`src/rtl/cache_fill_fsm.sv`:
```
// cache_fill_fsm: miss-handling controller between the L1 arrays and pipelined
// main memory. A miss stalls the pipeline, streams one block out of memory into
// the data array, writes the tag last and then releases the stall.
// Optional build macro: CACHE_FILL_CRITICAL_WORD_FIRST_EN starts both the issue
// and receive sequences at the missing word and wraps within the block.
// Every output is forced to zero while rst is high.
module cache_fill_fsm #(
  parameter int ADDR_W          = 16,
  parameter int WORDS_PER_BLOCK = 8,
  parameter int MEM_LATENCY     = 4
) (
  input  logic              clk,
  input  logic              rst,
  input  logic              miss_detected,
  input  logic [ADDR_W-1:0] miss_address,
  input  logic              memory_data_valid,
  input  logic [15:0]       memory_data_in,
  output logic              fsm_busy,
  output logic              memory_read_en,
  output logic [ADDR_W-1:0] memory_address,
  output logic              write_data_array,
  output logic [ADDR_W-1:0] cache_word_address,
  output logic [15:0]       cache_data_out,
  output logic              write_tag_array
);

  localparam int OFF_W      = $clog2(WORDS_PER_BLOCK);
  localparam int CNT_W      = OFF_W + 1;
  localparam int BYTE_OFF_W = OFF_W + 1;
  localparam logic [ADDR_W-1:0] BLOCK_MASK   = ADDR_W'(2 * WORDS_PER_BLOCK - 1);
  localparam logic [CNT_W-1:0]  CNT_FULL     = CNT_W'(WORDS_PER_BLOCK);
  localparam logic [CNT_W-1:0]  CNT_LAST     = CNT_W'(WORDS_PER_BLOCK - 1);

  // The controller never waits on latency itself, but a zero-latency memory
  // would break the issue/receive pipelining it assumes.
  if (MEM_LATENCY < 1) begin : g_bad_latency
    $error("cache_fill_fsm: MEM_LATENCY must be at least 1");
  end

  typedef enum logic [1:0] {
    IDLE,
    FILL,
    TAG
  } state_t;

  state_t            state, state_next;
  logic [CNT_W-1:0]  issue_cnt, issue_cnt_next;
  logic [CNT_W-1:0]  recv_cnt, recv_cnt_next;
  logic [ADDR_W-1:0] block_base, block_base_next;
  logic [OFF_W-1:0]  issue_off, recv_off;

`ifdef CACHE_FILL_CRITICAL_WORD_FIRST_EN
  logic [OFF_W-1:0]  start_off, start_off_next;

  // Word offset of the missing access, latched with the block base so both
  // sequences begin at the critical word.
  always_ff @(posedge clk) begin
    if (rst) begin
      start_off <= '0;
    end else begin
      start_off <= start_off_next;
    end
  end

  // Offsets wrap inside the block because the sum is truncated to OFF_W bits.
  always_comb begin
    start_off_next = start_off;
    if (state == IDLE && miss_detected) begin
      start_off_next = miss_address[BYTE_OFF_W-1:1];
    end
    issue_off = start_off + issue_cnt[OFF_W-1:0];
    recv_off  = start_off + recv_cnt[OFF_W-1:0];
  end
`else
  // Plain fill order: both sequences start at word 0 of the block.
  always_comb begin
    issue_off = issue_cnt[OFF_W-1:0];
    recv_off  = recv_cnt[OFF_W-1:0];
  end
`endif

  // State, counters and latched block base.
  always_ff @(posedge clk) begin
    if (rst) begin
      state      <= IDLE;
      issue_cnt  <= '0;
      recv_cnt   <= '0;
      block_base <= '0;
    end else begin
      state      <= state_next;
      issue_cnt  <= issue_cnt_next;
      recv_cnt   <= recv_cnt_next;
      block_base <= block_base_next;
    end
  end

  // Next-state and output decode; requests and returned data are tracked by
  // independent counters so issue and receive can overlap in one cycle.
  always_comb begin
    state_next         = state;
    issue_cnt_next     = issue_cnt;
    recv_cnt_next      = recv_cnt;
    block_base_next    = block_base;
    fsm_busy           = 1'b0;
    memory_read_en     = 1'b0;
    memory_address     = '0;
    write_data_array   = 1'b0;
    cache_word_address = '0;
    cache_data_out     = memory_data_in;
    write_tag_array    = 1'b0;

    case (state)
      IDLE: begin
        fsm_busy = miss_detected;
        if (miss_detected) begin
          block_base_next = miss_address & ~BLOCK_MASK;
          issue_cnt_next  = '0;
          recv_cnt_next   = '0;
          state_next      = FILL;
        end
      end
      FILL: begin
        fsm_busy = 1'b1;
        if (issue_cnt < CNT_FULL) begin
          memory_read_en = 1'b1;
          memory_address = block_base + {{(ADDR_W-BYTE_OFF_W){1'b0}}, issue_off, 1'b0};
          issue_cnt_next = issue_cnt + 1'b1;
        end
        if (memory_data_valid && recv_cnt < CNT_FULL) begin
          write_data_array   = 1'b1;
          cache_word_address = block_base + {{(ADDR_W-BYTE_OFF_W){1'b0}}, recv_off, 1'b0};
          recv_cnt_next      = recv_cnt + 1'b1;
          if (recv_cnt == CNT_LAST) begin
            state_next = TAG;
          end
        end
      end
      TAG: begin
        fsm_busy        = 1'b1;
        write_tag_array = 1'b1;
        state_next      = IDLE;
      end
      default: begin
        state_next = IDLE;
      end
    endcase

    if (rst) begin
      fsm_busy           = 1'b0;
      memory_read_en     = 1'b0;
      memory_address     = '0;
      write_data_array   = 1'b0;
      cache_word_address = '0;
      cache_data_out     = '0;
      write_tag_array    = 1'b0;
    end
  end

endmodule

```
`config.mk`:
```
export PLATFORM = sky130hd
export DESIGN_NAME = cache_fill_fsm
export DESIGN_NICKNAME = d
export VERILOG_FILES = /design/src/rtl/cache_fill_fsm.sv
export SDC_FILE = /design/constraint.sdc
export NUM_CORES = 1
export LEC_CHECK = 0
export CAP_MARGIN = 40
export CORE_AREA = 2 2 77 79
export DETAILED_ROUTE_END_ITERATION = 10
export DIE_AREA = 0 0 79 81
export HOLD_SLACK_MARGIN = 0.05
export PLACE_DENSITY_LB_ADDON = 0.15
export SKIP_CTS_REPAIR_TIMING = 1
export SLEW_MARGIN = 20
export SYNTH_ARGS = -nofsm -noshare
export SYNTH_HDL_FRONTEND = slang
export SYNTH_SLANG_ARGS = --single-unit
```
`constraint.sdc`:
```
create_clock -name clk -period 1.6 [get_ports clk]
set_input_delay 0.24 -clock clk [delete_from_list [all_inputs] [get_ports clk]]
set_output_delay 0.24 -clock clk [all_outputs]
set_load 0.02 [all_outputs]
```
* Word level (Yosys, flattened, before mapping)
Cells that the tools add are included.
** Storage, ports and cells
- Register bits :: 22
- Input port bits :: 36
- Output and inout bits :: 52
- Word-level logic and storage cells :: 51
** Operators by class
- Reduce and logical (&&, ||, !) cells :: 8
- Muxes and demuxes :: 26
- Equal/unequal tests :: 7
- $add $sub $neg :: 4
- Order comparisons :: 2
** Operators with widths (count)
- 16-bit 2-to-1 mux :: 7
- 16-bit by 4-bit adder with 16-bit output :: 2
- 4-bit one-hot mux with 2 select lines :: 2
- 4-bit 2-to-1 mux :: 3
- 1-bit 2-to-1 mux :: 9
- 3-bit AND reduction :: 3
- 4-bit by 1-bit adder with 4-bit output, second input constant :: 2
- 4-bit < comparator, second input constant :: 2
- 2-bit != test, second input constant :: 4
- 2-bit 2-to-1 mux :: 3
- 4-bit by 3-bit == test with 1-bit output, second input constant :: 1
- 2-bit one-hot mux with 2 select lines :: 1
- 2-bit by 1-bit == test with 1-bit output, second input constant :: 1
- 2-bit == test, second input constant :: 1
- 2-bit logical NOT :: 1
- 1-bit one-hot mux with 2 select lines :: 1
- 2-bit AND reduction :: 1
- 2-bit nonzero test :: 1
- 2-bit OR reduction :: 1
- 1-bit logical AND :: 1

* Longest topological paths before layout
Gate-level depths: netlist of the first run.
- Depth in word-level cells :: 5
- Depth in mapped cells :: 7
- Mapped depth without buffers :: 6

* Worst setup path after synthesis of the first run
Ideal clock, no wire load.
- Path kind :: flip-flop to output port
- Start :: reg state[1]
- End :: out cache_word_address[10]
- Arrival time :: 1.666 ns
- Buffers on the path :: 2
- Cell stages (with the launch flop) :: 8
- Required time :: 1.360 ns
- Setup slack :: -0.306 ns
- Cell sequence :: dfxtp_1 inv_1 ha_1 buf_2 nand2b_1 nor2_1 clkbuf_1 and2_1
** Between the ends
- Word-level cells in the longest chain between the ends :: 3
** Ends and longest elaborated chain
- start, declared :: line 46 : state_t state, state_next;
- start signal, assigned :: line 90 : state <= state_next;
- 2-bit by 1-bit == test with 1-bit output :: line 112 : case (state)
- 16-bit 2-to-1 mux :: line 112
- 16-bit 2-to-1 mux :: line 148 : if (rst) begin
- end, declared :: line 22 : output logic [ADDR_W-1:0] cache_word_address,
Every way passes these cells.

* Final worst setup path of the first run
- Start :: reg state[1]
- End :: out memory_address[3]
** Between the ends
- Word-level cells in the longest chain between the ends :: 3
** Ends and longest elaborated chain
- 2-bit by 1-bit == test with 1-bit output :: line 112
- 16-bit 2-to-1 mux :: line 112
- 16-bit 2-to-1 mux :: line 148
- end, declared :: line 20 : output logic [ADDR_W-1:0] memory_address,
Every way passes these cells.

==> results.cfg, run 1 <==
[floorplanning]
fp-row-count = 28
initial_core_util_pct = 23.9
fp.dieW_um = 79
core_um2 = 5680
chipHeight_um = 81
io_pins = 88
dieArea_um2 = 6400

[setup_path]
cp_max_fo = 8
endpoint_kind = primary output
slowest_stage = dfxtp_2
cp-startpoint = state[1]$_SDFFE_PP0P_
worst-setup-path-type = register to primary output
critPathRequiredTime_ns = 1.36
critical_path_arrival_ns = 1.47
cpPeakStageDelay_ns = 0.33
start_kind = register
critPathTopFamily = simple AND/OR/NAND/NOR gates
path_buf_inv = 3
reg2reg_from = state[1]$_SDFFE_PP0P_
path_cells = inv_2 -> ha_4 -> nand2b_4 -> nor2_4 -> clkbuf_16 -> and2_1 -> buf_6

[status]
status = finished, violations left
violations = negative setup slack

[routing]
ant_nets = 0
wl_per_cell_um = 11.7
drt_wl_total_um = 4160
dr.pass1.iters = 4
vias_per_cell = 4.26
drcViolationCount = 0
vias = 1520
drtIter0Drc = 45

[global_route]
grt_pass1_vias = 1327
use_met2_pct = 21.4
busiest_layer = met2
grt.overflow.total = 0
met1_usage_pct = 14.5
grt_first_pass_wirelength_um = 6090
antenna_found_initial = 0
grt_use_total_pct = 11.9
grt_use_met3_pct = 3.00
grt_start_max_net_pins = 23

[cells_and_area]
final_cells = 357
diodes = 0
final_layout_size_suffix_gt1_share_pct = 40.1
nets = 327
nFillCells = 553
syn2layout_area_growth_pct = 108
fin_area_um2 = 2830

[clock_network]
cts_max_level = 1
cts.sinks = 22
root_buffer = clkbuf_8
tritoncts = done
clk_latency_ns = 0.26
clockBufferDepth = 2
clk_pin_slew_ns = 0.08
numCtsBuffers = 3

[placed_design]
port_buffers = 81
place_inst = 347
gp_congestion = 0.705
postPlaceCellArea_um2 = 2440
dp_hpwl_um = 2930

[synthesis]
ys_ff_latch = 22
synth_edf_count = 0
synth_area_leader_cell = dfxtp_1
synthDistinctLibCells = 28
synth_async_sr_flop_share_pct = 0
synth_ff_type = dfxtp_1
yosysMostFrequentCell = and2_1
synth_area_leaders = dfxtp_1, and2_1, nor2b_1
synth_area_per_cell_um2 = 7.55
syn_inst = 180
synth_top_area_share_pct = 32.4
yosysWarnings = 0
yosys-top-cells-count = and2_1, nand2_1, a21oi_1, dfxtp_1, nor2b_1
ys_seq_area_share_pct = 32.4
syn_area_um2 = 1360

[sta]
finalCritPeriodShare_pct = 107
holdWs_ns = 0.474
setup_viol = 37
fmax_mhz = 584
clock_skew_ns = 0.00121
rsz0062_at_grt = yes
setup_slack_ns = -0.113
final_max_slew_viol_count = 0
min_period_ns = 1.71
hold_viol = 0

[min_path]
hp-start = block_base[11]$_SDFFE_PP0P_
hold_path.class = register to register

[power_and_ir_drop]
p_leak_nw = 1.37
ir_drop_mv = 0.444
power_density_nw_per_um2 = 969

[run]
max_cap_violations = 0
[tightest hold or removal path, stage by stage, from the launching register on]
cell and delay (ns):
dfxtp_1 0.32, nand2_1 0.06, a21oi_1 0.05
[per-layer routing]
metal / up-vias / share of wire (%) / wire length (µm)
met5: - / 0 / 0
met4: 0 / 0.46 / 19
met3: 2 / 5.7 / 237
met2: 61 / 49 / 2060
met1: 671 / 44 / 1850
li1: 786 / - / -
[path summary, 6_finish.rpt]
path / slack, ns / cells after the start / endpoint
max: -0.11 / 7 / memory_address[3]
min: 0.47 / 2 / block_base[11]$_SDFFE_PP0P_
max reg2reg: -0.04 / 9 / issue_cnt[3]$_SDFFE_PP0P_
min reg2reg: 0.47 / 2 / block_base[11]$_SDFFE_PP0P_
[stage by stage]
step                setup TNS [ns]  util [%]  setup WS, ns  power, mW
detailed placement          -22.30      43.0        -0.558       1.84
floorplan                        0         -       0.00599       1.32
global route                 -5.06      49.8        -0.186       2.91
global placement            -21.96      43.0        -0.565       1.83
finish                       -2.28      49.8        -0.113       2.74
CTS                         -24.75      44.3        -0.635       2.37
[final cells by class]
class	count	area [µm²]	area share (%)
repair buffers	109	1150	40.7
multi-input cells	142	1040	36.9
flip-flops and latches	22	445	15.8
well taps	75	93.8	3.32
clock buffers	3	41.3	1.46
clock inverters	1	30.0	1.06
inverters	5	21.3	0.753
[cells in the final DEF (no fill, tap or decap), drive strengths merged, types with 2 or more instances in the layout]
master         synthesis  routed
a21o                   2       2
a21oi                 22      22
and2                  31      31
buf                    3      61
clkbuf                 9       4
clkdlybuf4s50          0      31
conb                   1       2
dfxtp                 22      22
dlymetal6s2s           0      16
ha                     8       8
inv                    5       5
mux2i                  4       4
nand2                 28      28
nand2b                 2       2
nand3                  6       6
nand3b                 2       2
nor2                   7       7
nor2b                 18      18
nor3                   2       2
[where the power goes]
part | switching (mW) | internal [mW]
clock | 0.194 | 0.334
combinational | 0.710 | 0.806
sequential | 0.0621 | 0.632
total | 0.966 | 1.77
[kinds of logic after synthesis]
| group | count (synthesis) | share of synthesized area, % |
|---|---|---|
| AOI/OAI and AO/OA | 27 | 11.0 |
| xor gates and xnor gates | 1 | 0.645 |
| DFF | 22 | 32.4 |
| and+or+nand+nor | 100 | 40.1 |
| other | 1 | 0.276 |
| buffers and inverters | 17 | 5.34 |
| adders and majority gates | 8 | 7.37 |
| muxes | 4 | 2.95 |
[state kept, by name (all words and copies together) (netlist names)]
name        flops
block_base     12
issue_cnt       4
recv_cnt        4
state           2
No activity file was read; power rests on OpenSTA's default activity.
==> inputs of run 2 (changes only) <==
- CAP_MARGIN: 40 -> 0
==> results of run 2 <==
No change in the layout: final DEF, timing and power equal those of run 1.
==> inputs of run 3 (changes only) <==
- clock period: 1.6 -> 1.4 ns (I/O delays scaled with it)
==> run 3 against run 2 <==
Compared with the run above: largest power group unchanged; global-route usage up 0.59 points; clock-buffer cell count unchanged; the run still ends with negative setup slack left; first-iteration DRC count up 24%; sequential power up 14%.
==> results.cfg, run 3 (synthesis results as in run 1) <==
[status]
status = finished, violations left
violations = negative setup slack

[global_route]
grt_start_max_net_pins = 22
grt_pass1_vias = 1261
antenna_found_initial = 0
grt.overflow.total = 0
grt_first_pass_wirelength_um = 6290
grt_use_total_pct = 12.5

[clock_network]
tritoncts = done
cts_max_level = 1
root_buffer = clkbuf_8
numCtsBuffers = 3
cts.sinks = 22
clockBufferDepth = 2
clk_pin_slew_ns = 0.08
clk_latency_ns = 0.27

[sta]
final_max_slew_viol_count = 0
finalCritPeriodShare_pct = 119
rsz0062_at_grt = yes
fmax_mhz = 603
setup_slack_ns = -0.259
min_period_ns = 1.66
setup_viol = 43
hold_viol = 0
clock_skew_ns = 0.00521

[cells_and_area]
nFillCells = 584
final_cell_mix = clkdlybuf4s50_1, buf_6, nand2_1, buf_4
diodes = 0
reg.largest.list = block_base (12), issue_cnt (4), recv_cnt (4)
nets = 326
syn2layout_area_growth_pct = 104
fin_area_um2 = 2770
largest_register = block_base
largest_reg_flops = 12
final_layout_size_suffix_gt1_share_pct = 38.8

[floorplanning]
fp-row-count = 28
chipHeight_um = 81
initial_core_util_pct = 23.9
core_um2 = 5680
io_pins = 88
dieArea_um2 = 6400
fp.dieW_um = 79

[power_and_ir_drop]
p_leak_nw = 1.36
p_int_mw = 1.89
p_sw_share_pct = 35.3
p_switching_mw = 1.03
clockPowerShare_pct = 20.4
pwr-share-seq_pct = 27.0
power_density_nw_per_um2 = 1060
combPwrFrac_pct = 52.5
finalPower_mw = 2.93
ir_drop_mv = 0.725

[routing]
route.met2.wl_um = 2020
drtIter0Drc = 56
ant_nets = 0
vias = 1492
dr.pass1.iters = 4
top_layer_used = met4
wl_per_cell_um = 11.3
met3_length_um = 247
drt_wl_total_um = 4040
met1Wirelength_um = 1760
vias_per_cell = 4.19
drcViolationCount = 0

[setup_path]
worst-setup-path-type = register to primary output
start_kind = register
cp-startpoint = state[1]$_SDFFE_PP0P_
path_cells = inv_2 -> ha_4 -> nand2b_4 -> nor2_4 -> buf_12 -> and2_1 -> buf_6
slowest_stage = dfxtp_2
reg2reg_from = state[0]$_SDFFE_PP0P_
cp_max_fo = 11
endpoint_kind = primary output
critical_path_arrival_ns = 1.45
cpPeakStageDelay_ns = 0.33
critPathRequiredTime_ns = 1.19

[placed_design]
dp_hpwl_um = 3100
postPlaceCellArea_um2 = 2550
port_buffers = 81
pre_cts_ws_ns = -0.693
gp_congestion = 0.765

[min_path]
hp-start = rst
hold_path.class = primary input to register

[run]
max_cap_violations = 0
[run 3: cell types whose count changed in the layout (fill, tap and decap cells not counted), moves of 2 or more]
cell / change
buf_12: +2
buf_6: -6
and2_2: -5
a21oi_1: +2
buf_4: +6
and2_4: +4
[run 3: worst paths after layout]
path	endpoint	slack (ns)	depth (start not counted)
worst max-delay path	memory_address[1]	-0.26	7
worst min-delay path	state[0]$_SDFFE_PP0P_	0.38	3
worst max register to register	recv_cnt[3]$_SDFFE_PP0P_	-0.21	7
worst min register to register	block_base[10]$_SDFFE_PP0P_	0.47	2
[run 3: layout make-up]
| type | count | area (µm²) | share of cell area (%) |
|---|---|---|---|
| Clock inverter | 1 | 30.0 | 1.08 |
| Inverter | 5 | 18.8 | 0.677 |
| Multi-Input combinational cell | 142 | 1020 | 36.6 |
| Sequential cell | 22 | 445 | 16.1 |
| Tap cell | 75 | 93.8 | 3.38 |
| Clock buffer | 3 | 41.3 | 1.49 |
| Timing Repair Buffer | 108 | 1130 | 40.7 |
[run 3: worst max-delay path, delay by kind of cell, from the launching register on]
kind,cells,cell delay [ns]
flops,1,0.33
simple gates,3,0.36
buf+inv,3,0.34
fa+ha+maj,1,0.16
[run 3: layer usage]
layer | track usage, % | up-vias
li1 | - | 782
met1 | 15.8 | 662
met2 | 21.5 | 46
met3 | 3.11 | 2
met4 | 2.59 | 0
met5 | 0 | -
[run 3: power groups by stage]
stage / sequential (mW) / combinational, mW / clock [mW]
final: 0.792 / 1.54 / 0.599
after global routing: 0.808 / 1.68 / 0.650
after CTS: 0.788 / 1.44 / 0.627
after detailed placement: 0.802 / 1.44 / 0
after global placement: 0.801 / 1.44 / 0
after floorplan: 0.794 / 0.799 / 0
[run 3: through the flow]
stage               TNS, ns  instances  hold WS (ns)  utilization [%]
floorplan            -0.826        181         0.346                -
global placement     -30.40        352         0.458             44.9
detailed placement   -30.73        352         0.464             44.9
CTS                  -33.75        356         0.475             46.1
global route         -12.70        356         0.403             48.9
finish                -9.25        356         0.378             48.9
